## config.mk

```make
export PLATFORM = sky130hd
export DESIGN_NAME = tl_sensor_cond_flat
export DESIGN_NICKNAME = d
export VERILOG_FILES = /design/src/rtl/tl_sensor_cond_if.sv /design/src/rtl/tl_sensor_cond.sv /design/src/flat_wrapper.sv
export SDC_FILE = /design/constraint.sdc
export NUM_CORES = 1
export LEC_CHECK = 0
export ABC_CLOCK_PERIOD_IN_PS = 2090
export BUFFER_PORTS_ARGS = -buffer_cell sky130_fd_sc_hd__buf_2
export CAP_MARGIN = 10
export CORE_MARGIN = 3
export CORE_UTILIZATION = 57
export CTS_BUF_LIST = sky130_fd_sc_hd__clkbuf_4
export DETAILED_ROUTE_END_ITERATION = 8
export PLACE_DENSITY = 0.77
export SLEW_MARGIN = 5
export SYNTH_ARGS = -nofsm -noshare
export SYNTH_HDL_FRONTEND = slang
export SYNTH_SLANG_ARGS = --single-unit
```

## constraint.sdc

```tcl
create_clock -name clk -period 2.09 [get_ports clk]
set_clock_uncertainty 0.2 [all_clocks]
set_input_delay 0.1045 -clock clk [delete_from_list [all_inputs] [get_ports clk]]
set_output_delay 0.1045 -clock clk [all_outputs]
set_load 0.02 [all_outputs]
```

## src/rtl/tl_sensor_cond_if.sv

```systemverilog
// tl_sensor_cond_if: raw sensor inputs and conditioned outputs of the sensor conditioner
//   sa_raw/sb_raw  raw street sensors (master drives)
//   Ta/Tb          conditioned traffic present (slave drives)
//   a_arr/b_arr    one-cycle arrival pulses (slave drives)
interface tl_sensor_cond_if;
  logic sa_raw;
  logic sb_raw;
  logic Ta;
  logic Tb;
  logic a_arr;
  logic b_arr;
  modport master(output sa_raw, sb_raw, input Ta, Tb, a_arr, b_arr);
  modport slave(input sa_raw, sb_raw, output Ta, Tb, a_arr, b_arr);
endinterface

```

## src/rtl/tl_sensor_cond.sv

```systemverilog
// tl_sensor_cond: synchronise, debounce and hold-stretch the two car-presence sensors
//   clk      system clock
//   reset_n  asynchronous active-low reset
//   bus      slave side: sa_raw/sb_raw in; Ta/Tb, a_arr/b_arr out
module tl_sensor_cond #(
  parameter int DB_CYCLES   = 4,
  parameter int HOLD_CYCLES = 10,
  parameter int CW          = 8
) (
  input logic        clk,
  input logic        reset_n,
  tl_sensor_cond_if.slave bus
);
  localparam logic [CW-1:0] DB_LAST   = CW'(DB_CYCLES - 1);
  localparam logic [CW-1:0] HOLD_INIT = CW'(HOLD_CYCLES);
  logic [1:0] raw;
  logic [1:0] t;
  logic [1:0] arr;
  assign raw = {bus.sb_raw, bus.sa_raw};
  for (genvar c = 0; c < 2; c++) begin : g_ch
    logic          s1_q, s2_q, f_q, f_d, arr_q, flip;
    logic [CW-1:0] cnt_q, cnt_d, hold_q, hold_d;
    // flip marks the edge on which the filtered level takes the synchronised value
    always_comb begin
      flip   = (s2_q != f_q) && (cnt_q == DB_LAST);
      f_d    = flip ? s2_q : f_q;
      cnt_d  = (s2_q == f_q || flip) ? '0 : cnt_q + 1'b1;
      hold_d = flip ? (f_q ? HOLD_INIT : '0) : (hold_q != '0 ? hold_q - 1'b1 : hold_q);
    end
    always_ff @(posedge clk or negedge reset_n) begin
      if (!reset_n) begin
        s1_q   <= 1'b0;
        s2_q   <= 1'b0;
        f_q    <= 1'b0;
        cnt_q  <= '0;
        hold_q <= '0;
        arr_q  <= 1'b0;
      end else begin
        s1_q   <= raw[c];
        s2_q   <= s1_q;
        f_q    <= f_d;
        cnt_q  <= cnt_d;
        hold_q <= hold_d;
        arr_q  <= flip & ~f_q;
      end
    end
    assign t[c]   = f_q | (hold_q != '0);
    assign arr[c] = arr_q;
  end
  assign bus.Ta    = t[0];
  assign bus.Tb    = t[1];
  assign bus.a_arr = arr[0];
  assign bus.b_arr = arr[1];
endmodule

```

## src/flat_wrapper.sv

```systemverilog
// flat-port wrapper written by rule: the top's interface ports become plain ports
module tl_sensor_cond_flat 
#(
  parameter int DB_CYCLES   = 4,
  parameter int HOLD_CYCLES = 10,
  parameter int CW          = 8
)
  (clk, reset_n, bus_sa_raw, bus_sb_raw, bus_Ta, bus_Tb, bus_a_arr, bus_b_arr);
  tl_sensor_cond_if bus_i ();
  input logic clk;
  input logic reset_n;
  input wire logic [$bits(bus_i.sa_raw)-1:0] bus_sa_raw;
  input wire logic [$bits(bus_i.sb_raw)-1:0] bus_sb_raw;
  output wire logic [$bits(bus_i.Ta)-1:0] bus_Ta;
  output wire logic [$bits(bus_i.Tb)-1:0] bus_Tb;
  output wire logic [$bits(bus_i.a_arr)-1:0] bus_a_arr;
  output wire logic [$bits(bus_i.b_arr)-1:0] bus_b_arr;
  assign bus_i.sa_raw = bus_sa_raw;
  assign bus_i.sb_raw = bus_sb_raw;
  assign bus_Ta = bus_i.Ta;
  assign bus_Tb = bus_i.Tb;
  assign bus_a_arr = bus_i.a_arr;
  assign bus_b_arr = bus_i.b_arr;
  tl_sensor_cond #(.DB_CYCLES(DB_CYCLES), .HOLD_CYCLES(HOLD_CYCLES), .CW(CW)) u_core (.clk(clk), .reset_n(reset_n), .bus(bus_i));
endmodule
```

# [Word level (Yosys, flattened, before mapping)]
# Index checks and enable logic that the tools add are counted.
[classes] bitwise_logic=6 mux=8 n_reduce_logical=8 n_addsub=4 n_eq_ne=6
[ops] cell="2-to-1 mux 8 bit" count=6
[ops] cell="adder 8 x 1 -> 8 bit, second input constant" count=2
[ops] cell="== test 8 x 2 -> 1 bit, second input constant" count=2
[ops] cell="nonzero test 8 bit" count=2
[ops] cell="subtractor 8 x 1 -> 8 bit, second input constant" count=2
[ops] cell="2-to-1 mux 4 bit" count=2
[ops] cell="nonzero test 2 bit" count=2
[ops] cell="bitwise AND 1 bit" count=2
[ops] cell="== test 1 bit" count=2
[ops] cell="logical AND 1 bit" count=2
[ops] cell="logical OR 1 bit" count=2
[ops] cell="inequality test 1 bit" count=2
[ops] cell="inverter 1 bit" count=2
[ops] cell="OR 1 bit" count=2
[totals] elab_cells=44 reg_bits=40 out_inout_bits=4 input_bits=4

# [Longest topological paths before layout]
[depth] depth_word=4 mapped_depth=7

# [Worst setup path after synthesis]
# No wires, ideal clock.
[synth_path] path_kind="reg-to-reg" from="register u_core.g_ch[0].hold_q[0]" to="register u_core.g_ch[0].hold_q[1]" synth_period_minus_slack_ps=1994 n_path_buf=1 path_stages_with_launch=8 arrival_time_ps=1672 setup_time_ps=122 setup_slack_ps=96 t_required_ps=1768 cell_sequence="dfrtp_1 > inv_1 > ha_1 > nor3b_1 > and2_1 > buf_4 > o221ai_1 > a32o_1"
[synth_between] elab_chain_len=3 elab_cells_between_ends=5
[synth_rtl] element="start: declaration" line="tl_sensor_cond.sv:22" rtl="logic [CW-1:0] cnt_q, cnt_d, hold_q, hold_d;"
[synth_rtl] element="start signal: assignment" line="tl_sensor_cond.sv:43" rtl="hold_q <= hold_d;"
[synth_rtl] element="subtractor 8 x 1 -> 8 bit" line="tl_sensor_cond.sv:28" rtl="hold_d = flip ? (f_q ? HOLD_INIT : '0) : (hold_q != '0 ? hold_q - 1'b1 : hold_q);"
[synth_rtl] element="2-to-1 mux 8 bit (2 in a row)" line="tl_sensor_cond.sv:28"
# Parallel ways exist; a longest one is shown, timed or not. The select of a mux whose other input is x is not followed.
# A chain may end at the register's enable or synchronous reset.

# [Worst setup path after layout]
[layout_path] from="register u_core.g_ch[0].hold_q[1]" to="output bus_Ta"
[layout_between] elab_chain_len=2
[layout_rtl] element="nonzero test 8 bit" line="tl_sensor_cond.sv:47" rtl="assign t[c] = f_q | (hold_q != '0);"
[layout_rtl] element="OR 1 bit" line="tl_sensor_cond.sv:47"
[layout_rtl] element="end: declaration" line="flat_wrapper.sv:14" rtl="output wire logic [$bits(bus_i.Ta)-1:0] bus_Ta;"
# No other way between the ends.

==> summary.md <==
| Metric | Value |
|---|---|
| Post-detailed-route wirelength per cell | ~15 um |
| LEAKAGE | 1.04 nW |
| # diodes | 0 |
| Post-synth ARST share | 100% |
| Minimum clock period | slightly above 2 ns |
| H-Tree Level Count | 2 |
| FF+latch area | 1000 sq um |
| R2r setup slk | between 0.1 and 0.15 ns |
| Yosys reg bits | 40 |
| # DRC | 0 |
| Initial Utilization | 62.3% |
| Net Switching | 1.15 mW |
| Chip Width | 64.9 um |
| Final WL | 3790 um |
| Num CTS Buffers | 5 |
| Most frequent cells in the layout | dfrtp_1, nor2_1, xor2_1 |
| Register area share after synthesis | between 50% and 60% |
| Final Non-Filler Cells | 258 |
| Synth Flop Type | dfrtp_1 |
| Synth Instances | 189 |
| P_int | about 1.7 mW |
| Root Driver | clkbuf_4 |
| Crit Path Max Fanout | 4 |
| Switching portion of total power | 40.1% |
| Initial antenna violation count | 0 |
| Worst skew pair latency | ~0.33 ns |
| Final Hold Viols | 0 |
| Routability cong. | between 0.8 and 0.9 |
| Synth warn | 0 |
| Sequential Power Share | 45.1% |
| Gate power share | 42.1% |
| Largest net degree at the start of global routing | 25 |
| Gr ovfl total | 0 |
| Status | complete, no violations |
| DP Wirelength | 2660 um |
| Iteration-0 DRC Markers | 76 |
| Via/cell ratio | 5.61 |
| Crit path kind | flop to output port |
| Final ANT Viol Nets | 0 |
| Worst path required time | about 1.8 ns |
| Area growth syn-to-layout | 13.7% |
| Core Area | 3180 sq um |
| GRT Util Overall | slightly above 20% |
| Worst r2r dst | u_core.g_ch[0].hold_q[1]$_DFFE_PN0P_ |
| Nets | 224 |
| Total chip power | 2.87 mW |
| Vias in the first global route | 1469 |
| First-pass GRT wire length | 6590 um |
| Worst-case reg-to-reg path depth | 7 |
| Fmax | slightly below 500 MHz |
| Mean area per synthesized cell | 10.5 sq um |
| Share of cells above drive strength 1 | 20.6% |
| Cell Pwr Density | 1280 nW/um^2 |
| Startpoint types | flop |
| Netlist cell types | 44 |
| Layout fillers | 231 |
| DRT Pass-1 Iters | 5 |
| WP data arrival | 1.73 ns |
| Slew Limit Fails | 0 |
| Rel. slew slack | 64.8% |
| Area of the multi-input gates | 968 sq um |
| Clock Path Buffers | 2 |
| Total die area | approximately 4200 sq um |
| Slew @ Worst Pin | between 0.5 and 0.6 ns |
| Clock share of power | between 10% and 20% |
| RR Startpoint | u_core.g_ch[0].hold_q[1]$_DFFE_PN0P_ |
| IO buf count | 7 |
| CTS tree | done |
| Period utilisation layout | 97.1% |
| # IOs | 8 |
| Most common cell after layout, fill and taps aside | dfrtp_1 |
| Count of final setup violators | 0 |
| Worst vdd ir | 0.000708 V |
| DR vias | 1447 |
| Synthesized area | 1980 sq um |
| DP Cell Count | 244 |
| Syn_nets | a little under 200 |
| Num rows | 20 |
| CTS sink count | 40 |
| Clk pin slew, worst setup/hold paths | 0.11 ns |
| Crit end category | output port |
| Die Y | about 65 um |
| Crit path launch | u_core.g_ch[0].hold_q[1]$_DFFE_PN0P_ |
| Maxcap violations | 0 |
| HP Class | input pin to asynchronous set/reset pin |
| Post-synth EDFFs | 0 |
-- metrics by stage --
step / TNS (ns) / utilization [%] / cell area, sq um / hold WS, ns / setup slack, ns
final: 0 / 70.9 / 2250 / 0.0696 / 0.0603
after CTS: 0 / 69.1 / 2200 / 0.0915 / 0.0520
after global placement: 0 / 66.3 / 2110 / -0.0925 / 0.181
after floorplan: 0 / - / 1980 / -0.391 / 0.0960
after global routing: -0.0103 / 70.9 / 2250 / 0.0874 / -0.0103
after detailed placement: 0 / 66.3 / 2110 / -0.0822 / 0.117
-- synthesized netlist by cell type (2+ instances only) --
master / instances / share of area (%)
nand3_1: 13 / 3.3
xor2_1: 14 / 6.2
nand2_1: 11 / 2.1
a21oi_1: 6 / 1.5
and3_1: 7 / 2.2
nand2b_1: 3 / 0.95
a211oi_2: 2 / 1.3
nor3_1: 4 / 1.0
or4_1: 2 / 0.76
clkbuf_1: 2 / 0.38
mux2i_1: 2 / 1.0
nand3b_1: 2 / 0.76
inv_1: 8 / 1.5
xnor2_1: 8 / 3.5
nor4b_2: 2 / 1.5
o31ai_1: 2 / 0.76
dfrtp_1: 40 / 51
ha_1: 6 / 3.8
nor2_1: 30 / 5.7
-- layout make-up --
class / count / area share, %
inverters: 8 / 1.33
repair buffers: 21 / 6.56
flip-flops and latches: 40 / 44.4
multi-input cells: 138 / 43.0
clock inverters: 1 / 0.222
well taps: 44 / 2.44
clock buffers: 6 / 2.00
-- registers in the layout (all words and copies together), names as in the netlist --
| register | cells |
|---|---|
| u_core.g_ch.hold_q | 16 |
| u_core.g_ch.f_q | 2 |
| u_core.bus.b_arr | 1 |
| u_core.bus.a_arr | 1 |
| u_core.g_ch.cnt_q | 16 |
| u_core.g_ch.s2_q | 2 |
| u_core.g_ch.s1_q | 2 |
-- power by group through the flow --
stage / combinational (mW) / clock [mW] / sequential (mW)
after floorplan: 0.869 / 0 / 1.22
after global placement: 1.04 / 0 / 1.28
after detailed placement: 1.10 / 0 / 1.29
after CTS: 1.12 / 0.387 / 1.28
after global routing: 1.36 / 0.426 / 1.33
final: 1.21 / 0.370 / 1.30
-- how the worst max path moves through the flow --
stage	endpoint	cells after the start
after floorplan	u_core.g_ch[0].hold_q[1]$_DFFE_PN0P_	7
after global placement	u_core.g_ch[1].hold_q[1]$_DFFE_PN0P_	5
after detailed placement	u_core.g_ch[1].hold_q[1]$_DFFE_PN0P_	6
after CTS	bus_Ta	6
after global routing	bus_Ta	6
final	bus_Ta	6
-- logic make-up after synthesis --
logic type,count (synthesis),synth area share (%)
xor gates and xnor gates,22,9.73
and+or+nand+nor,85,23.4
buffers and inverters,11,2.27
muxes,4,2.34
AOI/OAI and AO/OA,21,7.96
adders and majority gates,6,3.79
DFF,40,50.5
-- routing by layer --
metal	GRT usage, %	vias to the layer above	part of all wire [%]
met5	0	-	0
met4	9.23	0	2.2
met3	4.68	8	3.5
met2	31.7	32	48
met1	26.9	705	46
li1	-	702	-
-- worst max-delay path, cell delays in order (launching register included) --
cell	delay, ns
dfrtp_1	0.42
inv_1	0.12
ha_2	0.22
nor3b_4	0.22
and2_4	0.20
nand2_1	0.07
buf_2	0.16
-- timing repair --
item / 4_1_cts / 5_1_grt
resized for setup: 3 / 6
hold buffers: 3 / 0
setup buffers: 0 / 4
endpoints found under the hold margin: 42 / 0
endpoints found under the setup margin: 1 / 12
Note: power is estimated with default switching activity, not from simulation.
